$ cat src/rtl/hack_loader_pkg.sv
// -----------------------------------------------------------------------------
// hack_loader_pkg
// Shared definitions for the Hack instruction-memory boot loader:
//   - state_t          : loader FSM state encoding
//   - HDR_BYTES        : length header size in bytes (big-endian word count)
//   - CHK_BYTES        : trailing checksum size in bytes
//   - DEFAULT_TIMEOUT  : default inter-byte watchdog limit in clk cycles
//   - frame_bytes()    : total frame size for a given word count
//   - len_ok()         : word-count validity for a given address width
// -----------------------------------------------------------------------------
package hack_loader_pkg;

    typedef enum logic [2:0] {
        IDLE    = 3'd0,
        LEN_HI  = 3'd1,
        LEN_LO  = 3'd2,
        DATA_HI = 3'd3,
        DATA_LO = 3'd4,
        CHK     = 3'd5,
        DONE    = 3'd6,
        ERR     = 3'd7
    } state_t;

    localparam int unsigned HDR_BYTES       = 2;
    localparam int unsigned CHK_BYTES       = 1;
    localparam int unsigned DEFAULT_TIMEOUT = 1000000;

    // Bytes on the wire for an N-word image: header + two bytes per word + checksum.
    function automatic int unsigned frame_bytes(input int unsigned n_words);
        return HDR_BYTES + 2 * n_words + CHK_BYTES;
    endfunction

    // A word count is loadable when it is non-zero and fits in 2^addr_w words.
    function automatic logic len_ok(input logic [15:0] n, input int unsigned addr_w);
        return (n != 16'd0) && ({16'd0, n} <= (32'd1 << addr_w));
    endfunction

endpackage

$ cat src/rtl/loader_watchdog.sv
// -----------------------------------------------------------------------------
// loader_watchdog
// Inter-byte watchdog: a down-counter that is reloaded by i_clear and counts
// while i_enable is high. o_expire is high during the TIMEOUT-th enabled cycle
// after the last clear, so a consumer acting on it on the next edge reacts
// exactly TIMEOUT cycles after the clear. TIMEOUT=0 disables the watchdog.
// Ports:
//   clk       in   system clock
//   rst_n     in   asynchronous active-low reset
//   i_clear   in   reload the counter (wins over counting and expiry)
//   i_enable  in   count this cycle
//   o_expire  out  limit reached this cycle
// -----------------------------------------------------------------------------
module loader_watchdog
    import hack_loader_pkg::*;
#(
    parameter int unsigned TIMEOUT = DEFAULT_TIMEOUT
) (
    input  logic clk,
    input  logic rst_n,
    input  logic i_clear,
    input  logic i_enable,
    output logic o_expire
);

    generate
        if (TIMEOUT == 0) begin : g_off
            logic w_unused;
            assign w_unused = ^{clk, rst_n, i_clear, i_enable};
            assign o_expire = 1'b0;
        end else begin : g_on
            localparam int unsigned CW = (TIMEOUT > 1) ? $clog2(TIMEOUT) : 1;
            // Loading TIMEOUT-1 makes the count read zero on the TIMEOUT-th cycle.
            localparam logic [CW-1:0] LOAD = CW'(TIMEOUT - 1);

            logic [CW-1:0] r_count;

            always_ff @(posedge clk or negedge rst_n) begin
                if (!rst_n) begin
                    r_count <= LOAD;
                end else if (i_clear) begin
                    r_count <= LOAD;
                end else if (i_enable && (r_count != '0)) begin
                    r_count <= r_count - CW'(1);
                end
            end

            assign o_expire = i_enable && !i_clear && (r_count == '0);
        end
    endgenerate

endmodule

$ cat src/rtl/rom_loader.sv
// -----------------------------------------------------------------------------
// rom_loader
// Boot-time controller for the Hack instruction memory. Owns the memory write
// port and address mux. On start it receives a framed image over a byte
// stream (LEN_HI, LEN_LO, N x {hi, lo}, CHK = XOR of payload bytes) and writes
// it word by word while holding the CPU in reset. When not loading, the CPU
// program counter drives the memory address directly.
// Ports:
//   clk        in   system clock
//   rst_n      in   asynchronous active-low reset
//   start      in   one-cycle load request (honoured in IDLE/DONE/ERR)
//   rx_valid   in   rx_data valid strobe
//   rx_data    in   received byte
//   cpu_pc     in   CPU fetch address
//   mem_addr   out  instruction-memory address
//   mem_wdata  out  instruction-memory write data
//   mem_we     out  instruction-memory write enable
//   cpu_hold   out  CPU reset/stall (loading or failed)
//   busy       out  load in progress
//   done       out  last load succeeded
//   error      out  last load failed
// -----------------------------------------------------------------------------
module rom_loader
    import hack_loader_pkg::*;
#(
    parameter int unsigned ADDR_W  = 11,
    parameter int unsigned TIMEOUT = DEFAULT_TIMEOUT
) (
    input  logic              clk,
    input  logic              rst_n,
    input  logic              start,
    input  logic              rx_valid,
    input  logic [7:0]        rx_data,
    input  logic [15:0]       cpu_pc,
    output logic [ADDR_W-1:0] mem_addr,
    output logic [15:0]       mem_wdata,
    output logic              mem_we,
    output logic              cpu_hold,
    output logic              busy,
    output logic              done,
    output logic              error
);

    // One extra bit so the index can reach N = 2^ADDR_W without wrapping.
    localparam int unsigned IDX_W = ADDR_W + 1;

    state_t            r_state;
    state_t            w_state_next;
    logic [15:0]       r_len;
    logic [7:0]        r_hi;
    logic [7:0]        r_chk;
    logic [IDX_W-1:0]  r_index;
    logic              r_we;
    logic [15:0]       r_wdata;

    logic              w_busy;
    logic              w_take;
    logic              w_start_ok;
    logic              w_expire;
    logic              w_len_ok;
    logic              w_last_word;

    assign w_busy      = (r_state == LEN_HI) || (r_state == LEN_LO) ||
                         (r_state == DATA_HI) || (r_state == DATA_LO) ||
                         (r_state == CHK);
    assign w_take      = w_busy && rx_valid;
    assign w_start_ok  = start && ((r_state == IDLE) || (r_state == DONE) ||
                                   (r_state == ERR));
    assign w_len_ok    = len_ok({r_len[15:8], rx_data}, ADDR_W);
    // r_index still names the word being completed; the increment lands a cycle later.
    assign w_last_word = ((16'(r_index) + 16'd1) == r_len);

    // Reloaded while idle and on every accepted byte, so it only measures silence
    // inside a load.
    loader_watchdog #(
        .TIMEOUT (TIMEOUT)
    ) u_watchdog (
        .clk      (clk),
        .rst_n    (rst_n),
        .i_clear  (w_take || !w_busy),
        .i_enable (w_busy),
        .o_expire (w_expire)
    );

    // State register
    always_ff @(posedge clk or negedge rst_n) begin
        if (!rst_n) begin
            r_state <= IDLE;
        end else begin
            r_state <= w_state_next;
        end
    end

    // Next state and status outputs
    always_comb begin
        w_state_next = r_state;
        busy         = w_busy;
        done         = 1'b0;
        error        = 1'b0;
        case (r_state)
            IDLE, DONE, ERR: begin
                if (start) begin
                    w_state_next = LEN_HI;
                end
            end
            default: begin
                if (w_expire) begin
                    w_state_next = ERR;
                end else if (rx_valid) begin
                    case (r_state)
                        LEN_HI:  w_state_next = LEN_LO;
                        LEN_LO:  w_state_next = w_len_ok ? DATA_HI : ERR;
                        DATA_HI: w_state_next = DATA_LO;
                        DATA_LO: w_state_next = w_last_word ? CHK : DATA_HI;
                        CHK:     w_state_next = (rx_data == r_chk) ? DONE : ERR;
                        default: w_state_next = r_state;
                    endcase
                end
            end
        endcase
        if (r_state == DONE) begin
            done = 1'b1;
        end
        if (r_state == ERR) begin
            error = 1'b1;
        end
        // Held through a failed load so a partial image never runs.
        cpu_hold = w_busy || error;
    end

    // Datapath: length, word assembly, checksum, write strobe and index
    always_ff @(posedge clk or negedge rst_n) begin
        if (!rst_n) begin
            r_len   <= '0;
            r_hi    <= '0;
            r_chk   <= '0;
            r_index <= '0;
            r_we    <= 1'b0;
            r_wdata <= '0;
        end else begin
            r_we <= 1'b0;
            if (r_we) begin
                r_index <= r_index + IDX_W'(1);
            end
            if (w_start_ok) begin
                r_index <= '0;
                r_chk   <= '0;
            end else if (w_take) begin
                case (r_state)
                    LEN_HI:  r_len[15:8] <= rx_data;
                    LEN_LO:  r_len[7:0]  <= rx_data;
                    DATA_HI: begin
                        r_hi  <= rx_data;
                        r_chk <= r_chk ^ rx_data;
                    end
                    DATA_LO: begin
                        r_chk   <= r_chk ^ rx_data;
                        r_we    <= 1'b1;
                        r_wdata <= {r_hi, rx_data};
                    end
                    default: ;
                endcase
            end
        end
    end

    assign mem_we    = r_we;
    assign mem_wdata = r_wdata;
    assign mem_addr  = w_busy ? r_index[ADDR_W-1:0] : cpu_pc[ADDR_W-1:0];

    generate
        if (ADDR_W < 16) begin : g_pc_hi
            logic w_unused_pc;
            assign w_unused_pc = ^cpu_pc[15:ADDR_W];
        end
    endgenerate

endmodule
$ cat config.mk
export PLATFORM = sky130hd
export DESIGN_NAME = rom_loader
export DESIGN_NICKNAME = d
export VERILOG_FILES = /design/src/rtl/hack_loader_pkg.sv /design/src/rtl/loader_watchdog.sv /design/src/rtl/rom_loader.sv
export SDC_FILE = /design/constraint.sdc
export NUM_CORES = 1
export LEC_CHECK = 0
export ABC_AREA = 1
export CAP_MARGIN = 0
export CORE_ASPECT_RATIO = 0.6
export CORE_MARGIN = 1
export CORE_UTILIZATION = 40
export DETAILED_ROUTE_END_ITERATION = 10
export GPL_ROUTABILITY_DRIVEN = 0
export PLACE_DENSITY = 0.6
export SLEW_MARGIN = 20
export SYNTH_ARGS = -nofsm -noshare
export SYNTH_HDL_FRONTEND = slang
export SYNTH_HIERARCHICAL = 1
export SYNTH_SLANG_ARGS = --single-unit
$ cat constraint.sdc
create_clock -name clk -period 2.4 [get_ports clk]
set_input_delay 0.36 -clock clk [delete_from_list [all_inputs] [get_ports clk]]
set_output_delay 0.36 -clock clk [all_outputs]
set_load 0.01 [all_outputs]
==> results.py <==
metrics = {
    "yosys": {
        "synth_nets": 682,
        "syn-cell-area_um2": 4810,
        "synthDominantCellAreaShare_pct": 37.5,
        "synthFlopType": "dfrtp_1",
        "yosysTopAreaCell": "dfrtp_1",
        "synth.avg_cell_area_um2": 7.38,
        "synth_area_leaders": "dfrtp_1, nand2_1, nand3_1, dfstp_2, inv_1",
        "synthDistinctLibCells": 37,
        "async_flop_share_pct": 100,
        "synth_most_common_cell": "nand2_1",
        "yosysWarnings": 6,
        "synth_edf_count": 0,
        "synth-seq-area-share_pct": 44.1,
        "syn_inst": 651,
        "synthTopCellsByCount": "nand2_1, dfrtp_1, nand3_1",
        "ys_ff_latch": 84,
    },
    "critical_path": {
        "worstPathMaxFanout": 5,
        "arrival_ps": 1930,
        "crit_path_end_kind": "output port",
        "regToRegSetupSlack_ps": 340,
        "r2r_cells": 12,
        "crit_type": "reg -> out",
        "startpoint_type": "flop",
        "required_ps": 2040,
    },
    "die": {
        "coreArea_um2": 11500,
        "start_util_pct": 41.8,
        "die_area_um2": 12500,
        "dieWidth_um": 144,
        "die_h_um": 86.9,
        "rows": 30,
        "top_level_ports": 60,
    },
    "run_status": {
        "outcome": "completed",
    },
    "cts": {
        "cts_root_buf": "clkbuf_16",
        "insertion_delay_ps": 350,
        "cts.clk_slew.worst_paths_ps": 70,
        "clock_sinks": 84,
        "ctsHtreeMaxLevel": 3,
        "cts.path.max_buffers": 2,
        "cts_tree": "built",
        "cts_buffers": 9,
    },
    "detailed_routing": {
        "totalWireLength_um": 13200,
        "postRouteAntennaNets": 0,
        "viasPerCell": 4.99,
        "drc_errors": 0,
        "firstDrtPassIters": 6,
        "wl_per_cell_um": 15.0,
        "first_iter_violations": 338,
        "vias": 4400,
    },
    "pwr": {
        "power_density_nw_per_um2": 1110,
        "p_leak_nw": 2.91,
        "peakVddDrop_uv": 598,
    },
    "timing": {
        "fmax_mhz": 436,
        "period_minus_slack_ps": 2290,
        "hold_viol_final": 0,
        "setup_viol": 0,
        "tightest_slew_ps": 558,
        "slew_headroom_pct": 62.7,
        "skew_ps": 4.54,
        "slew_violations": 0,
        "post-route-period-util_pct": 95.5,
    },
    "final_layout": {
        "nNetsFinal": 748,
        "seq_area_um2": 2120,
        "multiInputGateArea_um2": 2320,
        "fin_util_pct": 51.3,
        "final_cells": 882,
        "antenna_cells": 0,
        "nFillCells": 1139,
        "areaGrowthSynthToFinish_pct": 22.7,
        "drive_above_1_share_pct": 11.5,
    },
    "job": {
        "cap_violations": 0,
    },
    "hold_path": {
        "hold_path.class": "reg -> reg",
        "min_path_cells": 2,
    },
    "placement": {
        "port_buffers": 54,
        "hpwl_um": 9540,
        "dp.cells": 860,
    },
    "grt": {
        "grt_start_max_net_pins": 38,
        "overflow": 0,
        "antenna_found_initial": 0,
        "grt_pass1_wl_um": 21400,
        "grt_pass1_vias": 4065,
        "grt_use_total_pct": 22.8,
    },
}
## through the flow
stage | power (mW) | area [um2] | hold slack, ps | setup TNS (ps) | setup WS, ps
2_1_floorplan | 4.02 | 4810 | 64.4 | 0 | 41.3
6_report | 6.57 | 5900 | 482 | 0 | 108
3_3_place_gp | 4.97 | 5540 | 359 | 0 | 299
5_1_grt | 7.07 | 5900 | 508 | -23.8 | -13.4
4_1_cts | 6.48 | 5850 | 484 | 0 | 120
3_5_place_dp | 5.03 | 5540 | 362 | 0 | 260
## logic make-up after synthesis
group | Yosys count | synth area share, %
and+or+nand+nor | 392 | 36.2
buffers and inverters | 87 | 7.84
DFF | 84 | 44.1
AOI/OAI and AO/OA | 68 | 7.50
xor gates and xnor gates | 17 | 3.67
adders and majority gates | 3 | 0.781
## timing repair
action / CTS / global route
cloned: 0 / 2
endpoints found under the hold margin: 19 / 0
setup buffers: 0 / 3
endpoints found under the setup margin: 11 / 2
gates resized for setup: 13 / 4
hold buffers: 1 / 0
## metal layers
layer / up-vias / GRT usage (%) / part of all wire, %
li1: 2204 / - / -
met1: 2026 / 35.8 / 53
met2: 155 / 29.1 / 38
met3: 15 / 6.82 / 8.2
met4: 0 / 6.96 / 1.4
met5: - / 0 / 0
## critical path, stage by stage, from the launching register on
cell,delay [ps]
dfrtp_2,440
inv_2,130
nand2_2,70
inv_1,90
nor2_4,50
o21ai_4,120
buf_6,160
clkdlybuf4s50_1,520
## layout by cell type (no fill, tap or decap), drive strengths merged
| master | instances |
|---|---|
| nand4 | 12 |
| nor2 | 64 |
| nor3 | 4 |
| or2 | 3 |
| ha | 3 |
| dlygate4sd2 | 11 |
| clkdlybuf4s50 | 42 |
| clkinvlp | 1 |
| buf | 17 |
| dlygate4sd3 | 1 |
| nor4 | 1 |
| nand3b | 2 |
| a41oi | 1 |
| inv | 69 |
| clkinv | 5 |
| xnor2 | 7 |
| bufinv | 2 |
| clkbuf | 10 |
| o22ai | 10 |
| a21oi | 1 |
| and2 | 2 |
| dfrtp | 72 |
| o21ai | 56 |
| xor2 | 8 |
| dfstp | 12 |
| nand2 | 233 |
| xnor3 | 2 |
| nand3 | 71 |
## sequential cells by signal (all words and copies together) (netlist names)
register and flops:
mem_wdata 16, mem_we 1, r_chk 8, r_hi 8, r_index 12, r_len 16, r_state 3, u_watchdog/g_on.r_count 20
## final timing paths
| check | start | endpoint |
|---|---|---|
| setup / recovery | r_state[1] | busy |
| setup reg to reg | r_index[0] | r_state[2] |
| max in group asynchronous | rst_n | u_watchdog/g_on.r_count[18] |
| min in group asynchronous | rst_n | mem_wdata[1] |
| hold / removal | r_hi[1] | mem_wdata[9] |
| hold reg to reg | r_hi[1] | mem_wdata[9] |
## final cells by class
class | count | share of cell area, %
tap | 160 | 3.40
multi-input combinational | 480 | 39.3
inverter | 69 | 4.63
timing repair inverter | 2 | 0.191
clock inverter | 6 | 1.23
sequential | 84 | 36.0
timing repair buffer | 71 | 11.4
clock buffer | 10 | 3.88
## power by group
part           leakage [nW]  internal, mW  switching [mW]  total [mW]
combinational          1.70          1.16            1.63        2.79
sequential             1.07          1.94           0.405        2.35
clock                 0.144         0.818           0.614        1.43
total                  2.91          3.92            2.65        6.57
Note: power is estimated with default switching activity, not from simulation.
==> variant 1 (same flow settings) <==
Register the inputs `start`, `rx_valid`, `rx_data` and `cpu_pc` before use, cleared by the reset. The logic sees them one clock later. Comments in the files are not updated.
--- a/src/rtl/rom_loader.sv
+++ b/src/rtl/rom_loader.sv
@@ -45,4 +45,23 @@
     localparam int unsigned IDX_W = ADDR_W + 1;
 
+    logic start_q;
+    logic rx_valid_q;
+    logic [7:0] rx_data_q;
+    logic [15:0] cpu_pc_q;
+
+    always_ff @(posedge clk or negedge rst_n) begin
+        if (!rst_n) begin
+            start_q    <= '0;
+            rx_valid_q <= '0;
+            rx_data_q  <= '0;
+            cpu_pc_q   <= '0;
+        end else begin
+            start_q    <= start;
+            rx_valid_q <= rx_valid;
+            rx_data_q  <= rx_data;
+            cpu_pc_q   <= cpu_pc;
+        end
+    end
+
     state_t            r_state;
     state_t            w_state_next;
@@ -64,8 +83,8 @@
                          (r_state == DATA_HI) || (r_state == DATA_LO) ||
                          (r_state == CHK);
-    assign w_take      = w_busy && rx_valid;
-    assign w_start_ok  = start && ((r_state == IDLE) || (r_state == DONE) ||
+    assign w_take      = w_busy && rx_valid_q;
+    assign w_start_ok  = start_q && ((r_state == IDLE) || (r_state == DONE) ||
                                    (r_state == ERR));
-    assign w_len_ok    = len_ok({r_len[15:8], rx_data}, ADDR_W);
+    assign w_len_ok    = len_ok({r_len[15:8], rx_data_q}, ADDR_W);
     // r_index still names the word being completed; the increment lands a cycle later.
     assign w_last_word = ((16'(r_index) + 16'd1) == r_len);
@@ -100,5 +119,5 @@
         case (r_state)
             IDLE, DONE, ERR: begin
-                if (start) begin
+                if (start_q) begin
                     w_state_next = LEN_HI;
                 end
@@ -107,5 +126,5 @@
                 if (w_expire) begin
                     w_state_next = ERR;
-                end else if (rx_valid) begin
+                end else if (rx_valid_q) begin
                     case (r_state)
                         LEN_HI:  w_state_next = LEN_LO;
@@ -113,5 +132,5 @@
                         DATA_HI: w_state_next = DATA_LO;
                         DATA_LO: w_state_next = w_last_word ? CHK : DATA_HI;
-                        CHK:     w_state_next = (rx_data == r_chk) ? DONE : ERR;
+                        CHK:     w_state_next = (rx_data_q == r_chk) ? DONE : ERR;
                         default: w_state_next = r_state;
                     endcase
@@ -148,14 +167,14 @@
             end else if (w_take) begin
                 case (r_state)
-                    LEN_HI:  r_len[15:8] <= rx_data;
-                    LEN_LO:  r_len[7:0]  <= rx_data;
+                    LEN_HI:  r_len[15:8] <= rx_data_q;
+                    LEN_LO:  r_len[7:0]  <= rx_data_q;
                     DATA_HI: begin
-                        r_hi  <= rx_data;
-                        r_chk <= r_chk ^ rx_data;
+                        r_hi  <= rx_data_q;
+                        r_chk <= r_chk ^ rx_data_q;
                     end
                     DATA_LO: begin
-                        r_chk   <= r_chk ^ rx_data;
+                        r_chk   <= r_chk ^ rx_data_q;
                         r_we    <= 1'b1;
-                        r_wdata <= {r_hi, rx_data};
+                        r_wdata <= {r_hi, rx_data_q};
                     end
                     default: ;
@@ -167,10 +186,10 @@
     assign mem_we    = r_we;
     assign mem_wdata = r_wdata;
-    assign mem_addr  = w_busy ? r_index[ADDR_W-1:0] : cpu_pc[ADDR_W-1:0];
+    assign mem_addr  = w_busy ? r_index[ADDR_W-1:0] : cpu_pc_q[ADDR_W-1:0];
 
     generate
         if (ADDR_W < 16) begin : g_pc_hi
             logic w_unused_pc;
-            assign w_unused_pc = ^cpu_pc[15:ADDR_W];
+            assign w_unused_pc = ^cpu_pc_q[15:ADDR_W];
         end
     endgenerate
Function: changed (a bounded check fails within 4 cycles, from zero or initial values and one cycle with rst_n low).
==> variant 1 against the unedited design <==
Fmax down 1.2%; synthesized cell count increased by 1.2%; setup slack worse by 0.028 ns; area after synthesis rose by 12%; count of clock-buffer cells in the layout rose by 1; design area increased by 9.7%; first-iteration DRC count decreased by 13%; power increased by 6.3%; wire length fell by 0.64%; final cell count grew 1.5%; clock skew grew 0.0058 ns; sequential cell count increased by 21; critical path depth is 3 lower; critical path type unchanged.
==> variant 1: results <==
set metrics [dict create \
    ys_top_cells_by_area "dfrtp_1 43%, nand2_1 15%, nand3_1 6.1%" \
    initialDrtViolationCount 295 \
    initial_utilization_pct 41.52 \
    finClkSkew_ns 0.01030 \
    critPathMaxStageDelay_ns 0.55 \
    final_layout_size_suffix_gt1_share_pct 12.14 \
    grt_max_degree 51 \
    place_area_mm2 0.006123 \
    final_nets 751 \
    path_clk_slew_ns 0.08 \
    hold_path.class "input pin to async pin" \
    synthAdderAreaFrac_pct 0.6969 \
    muxShareOfSynthArea_pct 0 \
    largest_reg_flops 20 \
    cp_data_arrival_time_ns 1.96 \
    postSynth.asyncResetShare_pct 100.0 \
    r2r-start "r_state[2]" \
    synth_fp_nets 690 \
    insertion_delay_ns 0.35 \
    drt-vias-per-instance 5.055 \
    synth_compound_gate_area_share_pct 8.107 \
    relSlewSlack_pct 54.90 \
    hold_viol 0 \
    synth_cell_types 40 \
    slowest_stage "clkdlybuf4s50_1" \
    hpwl_um 9320 \
    antennaDiodeCount 0 \
    ys_warn_count 6 \
    grt_pass1_wl_um 22050 \
    synth_commonest_cells "215 x nand2_1, 93 x dfrtp_1, 66 x nand3_1" \
    largest-register "u_watchdog/g_on.r_count" \
    synth_xor_area_share_pct 4.135 \
    cp_max_fo 8 \
    cts_root_buffer "clkbuf_16" \
    cts_buffer_depth 2 \
    cts_made_buffers 9 \
    wirelength_um 13130 \
    crit_start "r_state[1]" \
    grt_usage_pct 19.90 \
    grt_pass1_vias 4301 \
    cts_max_level 3 \
    leakagePower_nw 3.199 \
    outcome "complete, no violations" \
    yosysSeqAreaShare_pct 49.06 \
    antenna_found_initial 0 \
    irDropWorstVdd_v 0.0005376 \
    drt_first_pass_iters 5 \
    critPathTopFamily "buffers and inverters" \
    port_buffers 54 \
]
[variant 1: cell types whose count changed after synthesis, sizes merged, moves of 2 or more]
cell | before | now
nand3b | 2 | 6
inv | 67 | 61
dfrtp | 72 | 93
nand3 | 71 | 67
nor3 | 4 | 2
o22ai | 10 | 12
nor2 | 64 | 66
nand2 | 233 | 223
[variant 1: cells by family (layout without fill, tap and decap cells)]
kind of cell,after synthesis,after routing
AND/OR/NAND/NOR,381,381
flip-flops,105,105
buffers and inverters,81,147
AO/OA/AOI/OAI,70,70
XOR/XNOR,19,19
adder cells (fa/ha/maj),3,3
[variant 1: cell type report]
class                   instances  area (um2)
inverters                      63       244.0
fillers                      1251        6502
multi-input cells             473        2391
clock inverters                 5       48.80
repair inverters                1       8.758
flip-flops and latches        105        2644
clock buffers                  11       232.7
repair buffers                 67       688.2
well taps                     170       212.7
[variant 1: worst paths after layout]
| kind | end | slack (ns) | depth (start not counted) |
|---|---|---|---|
| max | busy | 0.08 | 4 |
| min | cpu_pc_q[0] | 0.05 | 1 |
| max reg2reg | r_state[1] | 0.45 | 14 |
| min reg2reg | mem_wdata[9] | 0.48 | 2 |
| max in group asynchronous | u_watchdog/g_on.r_count[5] | 1.67 | 2 |
| min in group clk | rx_data_q[4] | 0.44 | 1 |
[variant 1: layer usage]
metal	wire length (um)	share of wire, %	up-vias	track usage (%)
li1	-	-	2238	-
met1	6924	53	2142	30.82
met2	5210	40	133	28.11
met3	883	6.7	11	4.631
met4	110	0.84	0	3.333
met5	0	0	-	0
[variant 1: metrics by stage]
stage,utilization (%),cells,hold slack (ns),worst slack (ns)
floorplan,-,659,0.06441,0.1936
global placement,47.20,875,0.4466,0.2635
detailed placement,47.20,875,0.4522,0.2384
CTS,49.54,893,0.07647,0.002024
global route,49.87,895,0.1101,0.007753
finish,49.87,895,0.05090,0.07989
[variant 1: report_power, final]
| part | leakage, nW | switching [W] | internal, W |
|---|---|---|---|
| Clock | 0.138 | 0.000696 | 0.000728 |
| Sequential | 1.31 | 0.000419 | 0.00231 |
| Combinational | 1.75 | 0.00166 | 0.00117 |
| Total | 3.20 | 0.00278 | 0.00421 |
[variant 1: repair_timing]
action | CTS | global route
cloned | 0 | 1
pin swaps | 0 | 2
resized for setup | 3 | 12
setup endpoints to repair | 11 | 11
setup buffers | 2 | 1
==> variant 2 (config.mk and constraints unchanged) <==
Made on the original files. Change the parameter `ADDR_W` from 11 to 10.
--- a/src/rtl/rom_loader.sv
+++ b/src/rtl/rom_loader.sv
@@ -24,5 +24,5 @@
     import hack_loader_pkg::*;
 #(
-    parameter int unsigned ADDR_W  = 11,
+    parameter int unsigned ADDR_W  = 10,
     parameter int unsigned TIMEOUT = DEFAULT_TIMEOUT
 ) (
Interface: changed (resized mem_addr); port bits go from 60 to 59. No check against the original RTL was run, so the function may have changed too.
==> variant 2 against the unedited design <==
Power fell by 4.7%; area after synthesis fell by 0.73%; design area fell by 0.89%; fmax fell by 0.86%; wire length rose by 0.98%; first-iteration DRC count rose by 25%; sequential cell count fell by 1; setup slack got worse by 0.020 ns; largest power group unchanged.
==> variant 2: results <==
set metrics [dict create \
    fin_cells 883 \
    multi_input_area_share_pct 40.41 \
    finClkSkew_ns 0.007200 \
    yosysSeqAreaShare_pct 43.85 \
    regToRegEndpoint "r_state[1]" \
    critPathMaxStageDelay_ns 0.55 \
    dp_slack_ns 0.2259 \
    die_w_um 143.0 \
    synth_commonest_cells "229 x nand2_1, 77 x nand3_1, 71 x dfrtp_1" \
    port_buffers 52 \
    synth_fp_nets 689 \
    synthCells 658 \
    clock_buffers 9 \
    finalCritPeriodShare_pct 96.33 \
    grt_max_degree 44 \
    p_switching_w 0.002565 \
    power.density_mw_per_mm2 1071 \
    wl_met1_um 7077 \
    irDropWorstVdd_v 0.0005417 \
    synth_top_area_share_pct 37.24 \
    grt_pass1_vias 4034 \
    wl_met2_um 5135 \
    cp_max_fo 22 \
    seq_area_share_pct 35.85 \
    relSlewSlack_pct 60.50 \
    outcome "complete, no violations" \
    ys_ff_latch 83 \
]
variant 2: cell count changes after synthesis, moves of 3 or more:
cell | before | now
nand3_1 | 69 | 77
inv_2 | 3 | 9
nand2_1 | 224 | 229
o22ai_1 | 10 | 5
a21oi_1 | 1 | 5
inv_1 | 63 | 59
nor2_1 | 49 | 53
o21ai_1 | 8 | 4
xnor2_1 | 7 | 3
buf_6 | 5 | 2
variant 2: worst register-to-register path, stage by stage, from the launching register on:
cell and delay (ns):
dfrtp_1 0.47, ha_1 0.28, nand3_1 0.18, nor2_2 0.21, nand2_1 0.10, nand3_1 0.11
nand3_1 0.09, nor2_1 0.10, nand2_1 0.08, o21ai_1 0.15, nand2_1 0.08, nand2_1 0.07
nand2_1 0.05
variant 2: kinds of logic after synthesis:
kind of cell	count (synthesis)	synth area share, %
simple gates	414	39.00
buf+inv	83	6.976
flops	83	43.85
compound gates	64	7.370
xor+xnor	11	2.020
fa+ha+maj	3	0.7869
